### src/rtl/sync_gray_fifo_pkg.sv
// -----------------------------------------------------------------------------
// sync_gray_fifo_pkg
// Shared defaults and helpers for the single-clock Gray-pointer FIFO.
//   DATA_WIDTH_DEF : default data width in bits
//   ADDR_WIDTH_DEF : default log2 of the FIFO depth
//   DEPTH          : entry count for the default address width
//   bin2gray()     : binary to reflected-Gray conversion
// -----------------------------------------------------------------------------
package sync_gray_fifo_pkg;

    localparam int DATA_WIDTH_DEF = 8;
    localparam int ADDR_WIDTH_DEF = 4;
    localparam int DEPTH          = 1 << ADDR_WIDTH_DEF;

    // Works on a 32-bit container so it can serve any pointer width.
    // Callers size-cast the result down to their own pointer width.
    function automatic logic [31:0] bin2gray(input logic [31:0] bin);
        return bin ^ (bin >> 1);
    endfunction

endpackage

### src/rtl/fifo_mem.sv
// -----------------------------------------------------------------------------
// fifo_mem
// 2**ADDR_WIDTH x DATA_WIDTH storage. It has a synchronous write port and a
// registered read port.
// Ports:
//   CLK    : clock, rising edge
//   RST    : asynchronous active-high reset (clears the read register only)
//   we     : write enable
//   waddr  : write address
//   wdata  : write data
//   re     : read enable; rdata is updated on the next edge
//   raddr  : read address
//   rdata  : registered read data; holds its value when re is low
// -----------------------------------------------------------------------------
module fifo_mem #(
    parameter int DATA_WIDTH = 8,
    parameter int ADDR_WIDTH = 4
) (
    input  logic                  CLK,
    input  logic                  RST,
    input  logic                  we,
    input  logic [ADDR_WIDTH-1:0] waddr,
    input  logic [DATA_WIDTH-1:0] wdata,
    input  logic                  re,
    input  logic [ADDR_WIDTH-1:0] raddr,
    output logic [DATA_WIDTH-1:0] rdata
);

    logic [DATA_WIDTH-1:0] mem [0:(1<<ADDR_WIDTH)-1];

    // The storage array is not reset, so it maps onto plain RAM.
    always_ff @(posedge CLK) begin
        if (we) begin
            mem[waddr] <= wdata;
        end
    end

    always_ff @(posedge CLK or posedge RST) begin
        if (RST) begin
            rdata <= '0;
        end else if (re) begin
            rdata <= mem[raddr];
        end
    end

endmodule

### src/rtl/sync_gray_fifo.sv
// -----------------------------------------------------------------------------
// sync_gray_fifo
// Single-clock FIFO. The binary read and write pointers have an extra wrap bit.
// Each pointer also keeps a registered Gray copy, and the full and empty flags
// are decoded from the Gray copies. This lets the block be split into a
// dual-clock FIFO later without changing its interface.
// Optional feature (macro FIFO_LEVEL_EN): adds an occupancy output 'level'.
// Ports:
//   CLK    : clock, rising edge
//   RST    : asynchronous active-high reset
//   write  : write request, accepted when write && !full
//   wdata  : write data
//   read   : read request, accepted when read && !empty
//   rdata  : registered read data, one cycle after the accepting edge
//   full   : FIFO holds 2**ADDR_WIDTH entries
//   empty  : FIFO holds no entries
//   level  : (FIFO_LEVEL_EN only) occupancy, wptr - rptr
// -----------------------------------------------------------------------------
module sync_gray_fifo
    import sync_gray_fifo_pkg::*;
#(
    parameter int DATA_WIDTH = DATA_WIDTH_DEF,
    parameter int ADDR_WIDTH = ADDR_WIDTH_DEF
) (
    input  logic                  CLK,
    input  logic                  RST,
    input  logic                  write,
    input  logic                  read,
    input  logic [DATA_WIDTH-1:0] wdata,
    output logic [DATA_WIDTH-1:0] rdata,
    output logic                  full,
    output logic                  empty
`ifdef FIFO_LEVEL_EN
    ,
    output logic [ADDR_WIDTH:0]   level
`endif
);

    localparam int PW = ADDR_WIDTH + 1;

    logic [ADDR_WIDTH:0] wptr, rptr;
    logic [ADDR_WIDTH:0] wgray, rgray;
    logic [ADDR_WIDTH:0] wptr_nxt, rptr_nxt;
    logic                wr_en, rd_en;

    // Both requests are judged against the flags as they stood before the edge.
    assign wr_en    = write && !full;
    assign rd_en    = read && !empty;
    assign wptr_nxt = wptr + PW'(1);
    assign rptr_nxt = rptr + PW'(1);

    always_ff @(posedge CLK or posedge RST) begin
        if (RST) begin
            wptr  <= '0;
            wgray <= '0;
        end else if (wr_en) begin
            wptr  <= wptr_nxt;
            wgray <= PW'(bin2gray(32'(wptr_nxt)));
        end
    end

    always_ff @(posedge CLK or posedge RST) begin
        if (RST) begin
            rptr  <= '0;
            rgray <= '0;
        end else if (rd_en) begin
            rptr  <= rptr_nxt;
            rgray <= PW'(bin2gray(32'(rptr_nxt)));
        end
    end

    // In Gray code, pointers one full lap apart differ only in their top two bits.
    assign empty = (wgray == rgray);
    assign full  = (wgray == {~rgray[ADDR_WIDTH:ADDR_WIDTH-1], rgray[ADDR_WIDTH-2:0]});

`ifdef FIFO_LEVEL_EN
    assign level = wptr - rptr;
`endif

    fifo_mem #(
        .DATA_WIDTH (DATA_WIDTH),
        .ADDR_WIDTH (ADDR_WIDTH)
    ) u_mem (
        .CLK   (CLK),
        .RST   (RST),
        .we    (wr_en),
        .waddr (wptr[ADDR_WIDTH-1:0]),
        .wdata (wdata),
        .re    (rd_en),
        .raddr (rptr[ADDR_WIDTH-1:0]),
        .rdata (rdata)
    );

endmodule

### config.mk
export PLATFORM = sky130hd
export DESIGN_NAME = sync_gray_fifo
export DESIGN_NICKNAME = d
export VERILOG_FILES = /design/src/rtl/sync_gray_fifo_pkg.sv /design/src/rtl/fifo_mem.sv /design/src/rtl/sync_gray_fifo.sv
export SDC_FILE = /design/constraint.sdc
export NUM_CORES = 1
export LEC_CHECK = 0
export CORE_MARGIN = 4
export CORE_UTILIZATION = 55
export DETAILED_ROUTE_END_ITERATION = 7
export PLACE_DENSITY = 0.73
export SLEW_MARGIN = 40
export SYNTH_ARGS = -nofsm -noshare
export SYNTH_HDL_FRONTEND = slang
export SYNTH_HIERARCHICAL = 1
export SYNTH_SLANG_ARGS = --single-unit
export TNS_END_PERCENT = 10
### constraint.sdc
create_clock -name CLK -period 2.8 [get_ports CLK]
set_input_delay 0.7 -clock CLK [delete_from_list [all_inputs] [get_ports CLK]]
set_output_delay 0.7 -clock CLK [all_outputs]
set_load 0.05 [all_outputs]
Word level (Yosys, flattened, before mapping)
Memories as Yosys holds them, arrays and structs flattened. A register that Yosys moved wholly into a read port is not among the register bits.
Index checks and enable logic that the tools add are counted.
Word-level totals
  ROM bits: 0
  register bits: 20
  output and inout port bits: 10
  memories kept: 1
  bits in latches: 0
  memory bits (writable): 128
  word-level logic and storage cells: 18
Cells by class
  multipliers: 0
  div/mod/pow operators: 0
  multiplexer cells: 2
  order comparisons: 0
  shifts and indexed selects: 0
  bitwise logic cells: 3
  reductions and logical operators: 4
  equality and inequality tests: 2
  add/sub/neg operators: 2
Memory list
  u_mem.mem: depth 16, bits a word 8, read ports 1, clocked after Yosys merged registers in 1, write ports 1, RTL line fifo_mem.sv:29  | logic [DATA_WIDTH-1:0] mem [0:(1<<ADDR_WIDTH)-1];
Operators with widths (count)
  $add 5x1->5 const B: 2
  $eq 5x5->1: 2
  $xor 5x4->5: 2
  $logic_and 1x1->1: 2
  $logic_not 1->1: 2
  $mux 1: 2
  $not 2->2: 1

Longest topological paths before layout
Gate-level depths: netlist of run 1.
  depth after elaboration: 6
  depth in mapped cells: 9
  gate-level depth less buffers: 6

By module
Netlist of run 1, hierarchy kept.
By module, submodules not included
  fifo_mem: area each 5335.1 um^2, seq. area each 4043.9 um^2, times used 1, cells each 241
  sync_gray_fifo: area each 984.7 um^2, seq. area each 450.4 um^2, times used 1, cells each 99

Worst setup path after synthesis of run 1
No wires, ideal clock.
  path kind: reg2reg
  from: reg, netlist name rptr[4]
  to: mem u_mem.mem[0][0] (enable)
  cell stages (with the launch flop): 7
  arrival: 2165 ps
  path buffers: 1
  data required time: 2417 ps
  path slack: 252 ps
  cell sequence: dfrtp_1 xnor2_1 o31ai_4 buf_6 inv_1 or3b_2 nor3_1
RTL lines (RTL line)
  end, declared: fifo_mem.sv:29

==> impl_metrics.csv, run 1 <==
group,metric,value,unit
layout,n_antenna_cell,0,
floorplan,core_area,11000,sq um
layout,final_core_util,0.662,
route,wl_per_cell,22.5,microns
clock_tree,ctsHoldBuffers,0,
floorplan,pin_count,22,
global_route,grt_max_degree,19,
layout,final_cell_mix,"edfxtp_1 (128), dfrtp_1 (26), mux4_2 (26)",
clock_tree,root_buffer,"clkbuf_16",
worst_setup_path,r2r_end,"u_mem/rdata[6]",
clock_tree,h-tree-depth,4,
sta,period_share,0.885,
worst_setup_path,cp.required,2.10,ns
global_route,grt_pass1_vias,3350,
clock_tree,numClockSinks,154,
worst_setup_path,path_delay_family,"flip-flops",
layout,nNetsFinal,400,
layout,drive_above_1_share,0.243,
worst_setup_path,critPathCaptureType,"primary output",
min_path,hp-start,"rgray[1]",
worst_setup_path,crit_cells,4,
route,drc,0,
route,vias,3182,
route,drt_wl_total,12100,microns
sta,rsz0062_at_grt,"false",
layout,layout_commonest_cell,"edfxtp_1",
placement,dp_hpwl,7660,microns
worst_setup_path,critPathKind,"register to primary output",
pwr,powerDensity,1120,nW/um^2
sta,fin_crit,2.48,ns
worst_setup_path,cp-start-kind,"register",
clock_tree,cts_made_buffers,17,
sta,relSlewSlack,0.538,
clock_tree,cts_tree,"built",
sta,final.setup.tns,0,ns
clock_tree,ctsResizeCount,0,
synth,synthesis.area,6320,sq um
floorplan,rows,38,
sta,finalSetupViolCount,0,
global_route,antenna_found_initial,0,
global_route,grt_overflow,0,
worst_setup_path,rr_startpoint,"rptr[4]",
min_path,hold_end,"rgray[1]",
worst_setup_path,critPathBufInv,1,
run,cap_viol_max_count,0,
global_route,grt_pass1_wl,19400,microns
floorplan,die_y,115,microns
synth,synth_warnings,6,
synth,synth_fp_nets,354,
route,routed_via_density,5.90,
clock_tree,clk-insertion-delay-late,0.41,ns
worst_setup_path,r2r_slack,0.48,ns
worst_setup_path,crit_arrival,1.78,ns
synth,syn-instance-count,340,
synth,yosysUniqueCellTypes,36,
sta,finClkSkew,0.00677,ns
worst_setup_path,startpoint,"rptr[4]",
pwr,ir_drop,0.756,mV
sta,drv_slew,0,
synth,synth-seq-area-share,0.711,
worst_setup_path,cp_cell_sequence,"xnor2_1 > nand2_1 > nor2_1 > buf_4",
route,drtIter0Drc,277,
floorplan,die-area,13300,sq um
sta,tightest_slew,0.691,ns
layout,area_delta_synth_final,15.5,%
worst_setup_path,r2r_cells,6,
worst_setup_path,cpMaxStageDelayCell,"dfrtp_1",
worst_setup_path,worstPathMaxFanout,3,
synth,ys_ff_latch,154,
min_path,whs_path_depth,2,
route,dr.pass1.iters,5,
global_route,groute.usage.overall,0.204,
worst_setup_path,critPathMaxStageDelay,0.42,ns
floorplan,initial_core_util,0.573,
synth,syn_area_per_cell,18.6,sq um
status,status,"complete, no violations",
clock_tree,clkTransAtPathRegs,0.06,ns
clock_tree,clk_path_buf_depth,2,
min_path,holdCritPathClass,"register to register",
placement,io_buffers,21,
route,drtAntennaViolNets,0,
sta,hold_viol,0,
placement,place.gp.congestion,0.785,
sta,clock.fmax,403,MHz
pwr,p_leak,2.54,nW
floorplan,fp.dieW,115,microns
clock_tree,post-cts-setup-buffers,0,
## sequential cells by signal, indices dropped and copies added, names as in the netlist
register / cells
u_mem/rdata: 8
wgray: 4
wptr: 5
rptr: 5
u_mem/mem: 128
rgray: 4
## synth_stat cells
cell type / number / area share
or3b_2: 1 / 0.0014
buf_2: 2 / 0.0016
nor2_1: 24 / 0.014
nand2_1: 19 / 0.011
or2_2: 1 / 0.00099
dfrtp_1: 26 / 0.10
o31ai_4: 1 / 0.0034
buf_6: 7 / 0.012
nor3_1: 9 / 0.0071
edfxtp_1: 128 / 0.61
buf_1: 4 / 0.0024
nand3b_1: 2 / 0.0024
o31ai_1: 1 / 0.0012
o22ai_1: 7 / 0.0069
xor2_1: 8 / 0.011
clkbuf_1: 1 / 0.00059
o22ai_2: 1 / 0.0020
inv_1: 7 / 0.0042
a22oi_1: 1 / 0.0012
nand2b_1: 3 / 0.0030
nand3_1: 2 / 0.0016
o21ai_0: 8 / 0.0063
buf_12: 2 / 0.0063
mux2i_1: 8 / 0.013
mux4_1: 6 / 0.025
and2_1: 1 / 0.00099
a21oi_1: 1 / 0.00079
nor2b_1: 1 / 0.00099
buf_4: 1 / 0.0012
a221oi_2: 8 / 0.019
o21ai_2: 1 / 0.0014
mux4_2: 26 / 0.093
mux2_2: 2 / 0.0036
xnor2_1: 17 / 0.024
nand3_2: 1 / 0.0016
ha_1: 2 / 0.0040
## worst register-to-register path, stage by stage, from the launching register on
cell	delay [ns]
dfrtp_1	0.42
xnor2_1	0.36
nand2_1	0.14
o21ai_2	0.43
inv_1	0.18
and2_1	0.36
a221oi_2	0.33
## through the flow
step / instance area, sq um / total power, mW / worst slack [ns] / std cells / hold WS, ns
finish: 7300 / 8.18 / 0.321 / 539 / 0.514
floorplan: 6320 / 5.36 / 0.252 / 340 / 0.467
CTS: 7300 / 8.25 / 0.289 / 539 / 0.516
global route: 7300 / 8.62 / 0.196 / 539 / 0.550
global placement: 6720 / 5.94 / 0.250 / 507 / 0.494
detailed placement: 6720 / 6.00 / 0.251 / 507 / 0.502
## routing by layer
layer | GRT usage | vias to the layer above | wire [microns]
li1 | - | 1433 | -
met1 | 0.287 | 1651 | 5320
met2 | 0.314 | 86 | 5970
met3 | 0.0516 | 12 | 651
met4 | 0.0736 | 0 | 163
met5 | 0 | - | 0
## worst max path at each step
stage / endpoint / slack, ns
floorplan: u_mem/mem[0][0] / 0.25
global placement: u_mem/mem[0][6] / 0.25
detailed placement: u_mem/mem[0][6] / 0.25
CTS: empty / 0.29
global route: empty / 0.20
finish: empty / 0.32
## cell families (layout without fill, tap and decap cells)
family          Yosys count  count (layout)  share of synthesized area
flops                   154             154                      0.711
simple gates             64              64                     0.0455
mux                      42              42                      0.134
compound gates           29              29                     0.0422
xor+xnor                 25              25                     0.0346
buf+inv                  24              83                     0.0287
fa+ha+maj                 2               2                    0.00396
## report_power, final
part           switching, mW  internal, mW
clock                  0.853          1.38
combinational           1.54          1.23
sequential             0.279          2.90
## layout make-up
type                       count  area, sq um
multi-input combinational    162         1640
fill                         759         3730
clock buffer                  17          425
timing repair buffer          44          378
tap                          140          175
inverter                       7         26.3
clock inverter                15          158
sequential                   154         4490
(Power assumes the default switching activity.)
==> run 2, diff against run 1 <==
Settings changed: CORE_MARGIN 4 to 8, CORE_UTILIZATION 55 to 25, PLACE_DENSITY 0.73 to unset.
==> run 2 against run 1 <==
- total power is 0.34% lower
- worst setup slack worse by 0.063 ns
- final cell count is 35% higher
- clock skew is 0.0031 ns higher
- hold slack worse by 0.0088 ns
- die area is 130% higher
- register-to-register slack better by 0.02 ns
- sequential power is 2% higher
- critical endpoint unchanged
==> impl_metrics.csv, run 2 (synthesized netlist as in run 1, its figures left out) <==
group,metric,value,unit
placement,place.gp.congestion,0.723,
placement,dp_hpwl,8670,microns
route,dr.pass1.iters,4,
global_route,grtUsageMet1,0.116,
route,routed_via_density,4.31,
worst_setup_path,critPathMaxStageDelay,0.42,ns
worst_setup_path,worstPathMaxFanout,3,
layout,n_antenna_cell,0,
sta,rsz0062_at_grt,"false",
clock_tree,clkTransAtPathRegs,0.06,ns
global_route,grt_overflow,0,
layout,finalNonFillerCells,728,
sta,clock.fmax,393,MHz
layout,fillers,2443,
worst_setup_path,rr_startpoint,"rptr[4]",
worst_setup_path,r2r_end,"u_mem/rdata[3]",
floorplan,initial_core_util,0.252,
floorplan,rows,58,
sta,final.setup.tns,0,ns
sta,finalSetupViolCount,0,
layout,area_delta_synth_final,19.3,%
worst_setup_path,path_delay_family,"simple AND/OR/NAND/NOR gates",
layout,drive_above_1_share,0.241,
clock_tree,root_buffer,"clkbuf_16",
worst_setup_path,critPathCaptureType,"primary output",
sta,period_share,0.908,
layout,nNetsFinal,399,
sta,drv_slew,0,
global_route,antenna_found_initial,0,
route,drtIter0Drc,164,
min_path,hold_end,"wgray[2]",
clock_tree,clk_path_buf_depth,2,
global_route,grt_pass1_vias,3472,
route,drc,0,
worst_setup_path,critPathBufInv,1,
placement,io_buffers,21,
sta,fin_crit,2.54,ns
worst_setup_path,r2r_slack,0.50,ns
floorplan,pin_count,22,
global_route,grt_pass1_wl,20700,microns
clock_tree,cts_made_buffers,17,
sta,finClkSkew,0.00989,ns
global_route,grt-busiest-layer,"met2",
placement,place_ws,0.189,ns
clock_tree,cts_tree,"built",
clock_tree,ctsHoldBuffers,0,
run,cap_viol_max_count,0,
clock_tree,clk-insertion-delay-late,0.42,ns
min_path,holdCritPathClass,"register to register",
worst_setup_path,cp_cell_sequence,"xnor2_1 > nand2_1 > nor2_1 > buf_12",
global_route,groute.usage.overall,0.0904,
min_path,hp-start,"wgray[2]",
route,drt_wl_total,13100,microns
layout,reg_top3,"u_mem/mem: 128 flops, u_mem/rdata: 8 flops",
sta,setup_slack,0.257,ns
placement,dp_cells,696,
global_route,grtUsageMet3,0.0257,
min_path,whs_path_depth,2,
route,vias,3138,
layout,largest_reg_flops,128,
status,status,"complete, no violations",
sta,relSlewSlack,0.514,
route,drtAntennaViolNets,0,
worst_setup_path,critPathKind,"register to primary output",
route,wl_per_cell,18.0,microns
worst_setup_path,cp-start-kind,"register",
clock_tree,h-tree-depth,4,
clock_tree,ctsResizeCount,0,
worst_setup_path,r2r_cells,6,
floorplan,die_y,175,microns
layout,layout_commonest_cell,"edfxtp_1",
worst_setup_path,cp.required,2.10,ns
clock_tree,numClockSinks,154,
layout,final_cell_mix,"edfxtp_1 (128), mux4_2 (26), dfrtp_1 (25)",
floorplan,fp.dieW,175,microns
pwr,ir_drop,0.517,mV
layout,largest_register,"u_mem/mem",
floorplan,die-area,30600,sq um
pwr,powerDensity,1080,nW/um^2
sta,tightest_slew,0.727,ns
worst_setup_path,crit_arrival,1.84,ns
worst_setup_path,cpMaxStageDelayCell,"dfrtp_1",
sta,hold_viol,0,
floorplan,core_area,25000,sq um
clock_tree,post-cts-setup-buffers,0,
pwr,p_leak,2.51,nW
global_route,grt_max_degree,31,
global_route,met2_usage,0.144,
## run 2: stage by stage
stage | hold WS, ns | util | instance area [sq um] | power (mW)
2_1_floorplan | 0.467 | - | 6320 | 5.36
4_1_cts | 0.509 | 0.301 | 7540 | 8.27
5_1_grt | 0.528 | 0.301 | 7540 | 8.60
3_3_place_gp | 0.496 | 0.279 | 6970 | 6.02
6_report | 0.506 | 0.301 | 7540 | 8.15
3_5_place_dp | 0.495 | 0.279 | 6970 | 6.10
## run 2: tightest hold or removal path: cells and delay by family, from the launching register on
kind / cells / cell delay (ns)
compound gates: 1 / 0.06
simple gates: 1 / 0.05
flops: 1 / 0.36
## run 2: where the power goes
group	total, mW	switching, mW	internal, mW	leakage, nW
Sequential	3.25	0.348	2.90	1.46
Clock	2.15	0.887	1.26	0.264
Combinational	2.76	1.51	1.25	0.790
## run 2: how the worst max path moves through the flow
stage	from	end	cells after the start
after global routing	rptr[4]	empty	4
after floorplan	rptr[4]	u_mem/mem[0][0]	6
after global placement	write	u_mem/mem[0][7]	6
final	rptr[4]	empty	4
after detailed placement	write	u_mem/mem[0][0]	6
after CTS	rptr[4]	empty	4
## run 2: layer usage
layer / routed length, microns / vias to the layer above
met5: 0 / -
met4: 153 / 0
met3: 657 / 13
met2: 6390 / 54
met1: 5890 / 1645
li1: - / 1426
## run 2: cell type report
class	count	area [sq um]	share of cell area
sequential	154	4500	0.596
multi-input combinational	162	1640	0.218
tap	330	413	0.0548
timing repair buffer	43	395	0.0524
clock buffer	24	503	0.0667
clock inverter	8	61.3	0.00813
inverter	7	26.3	0.00349
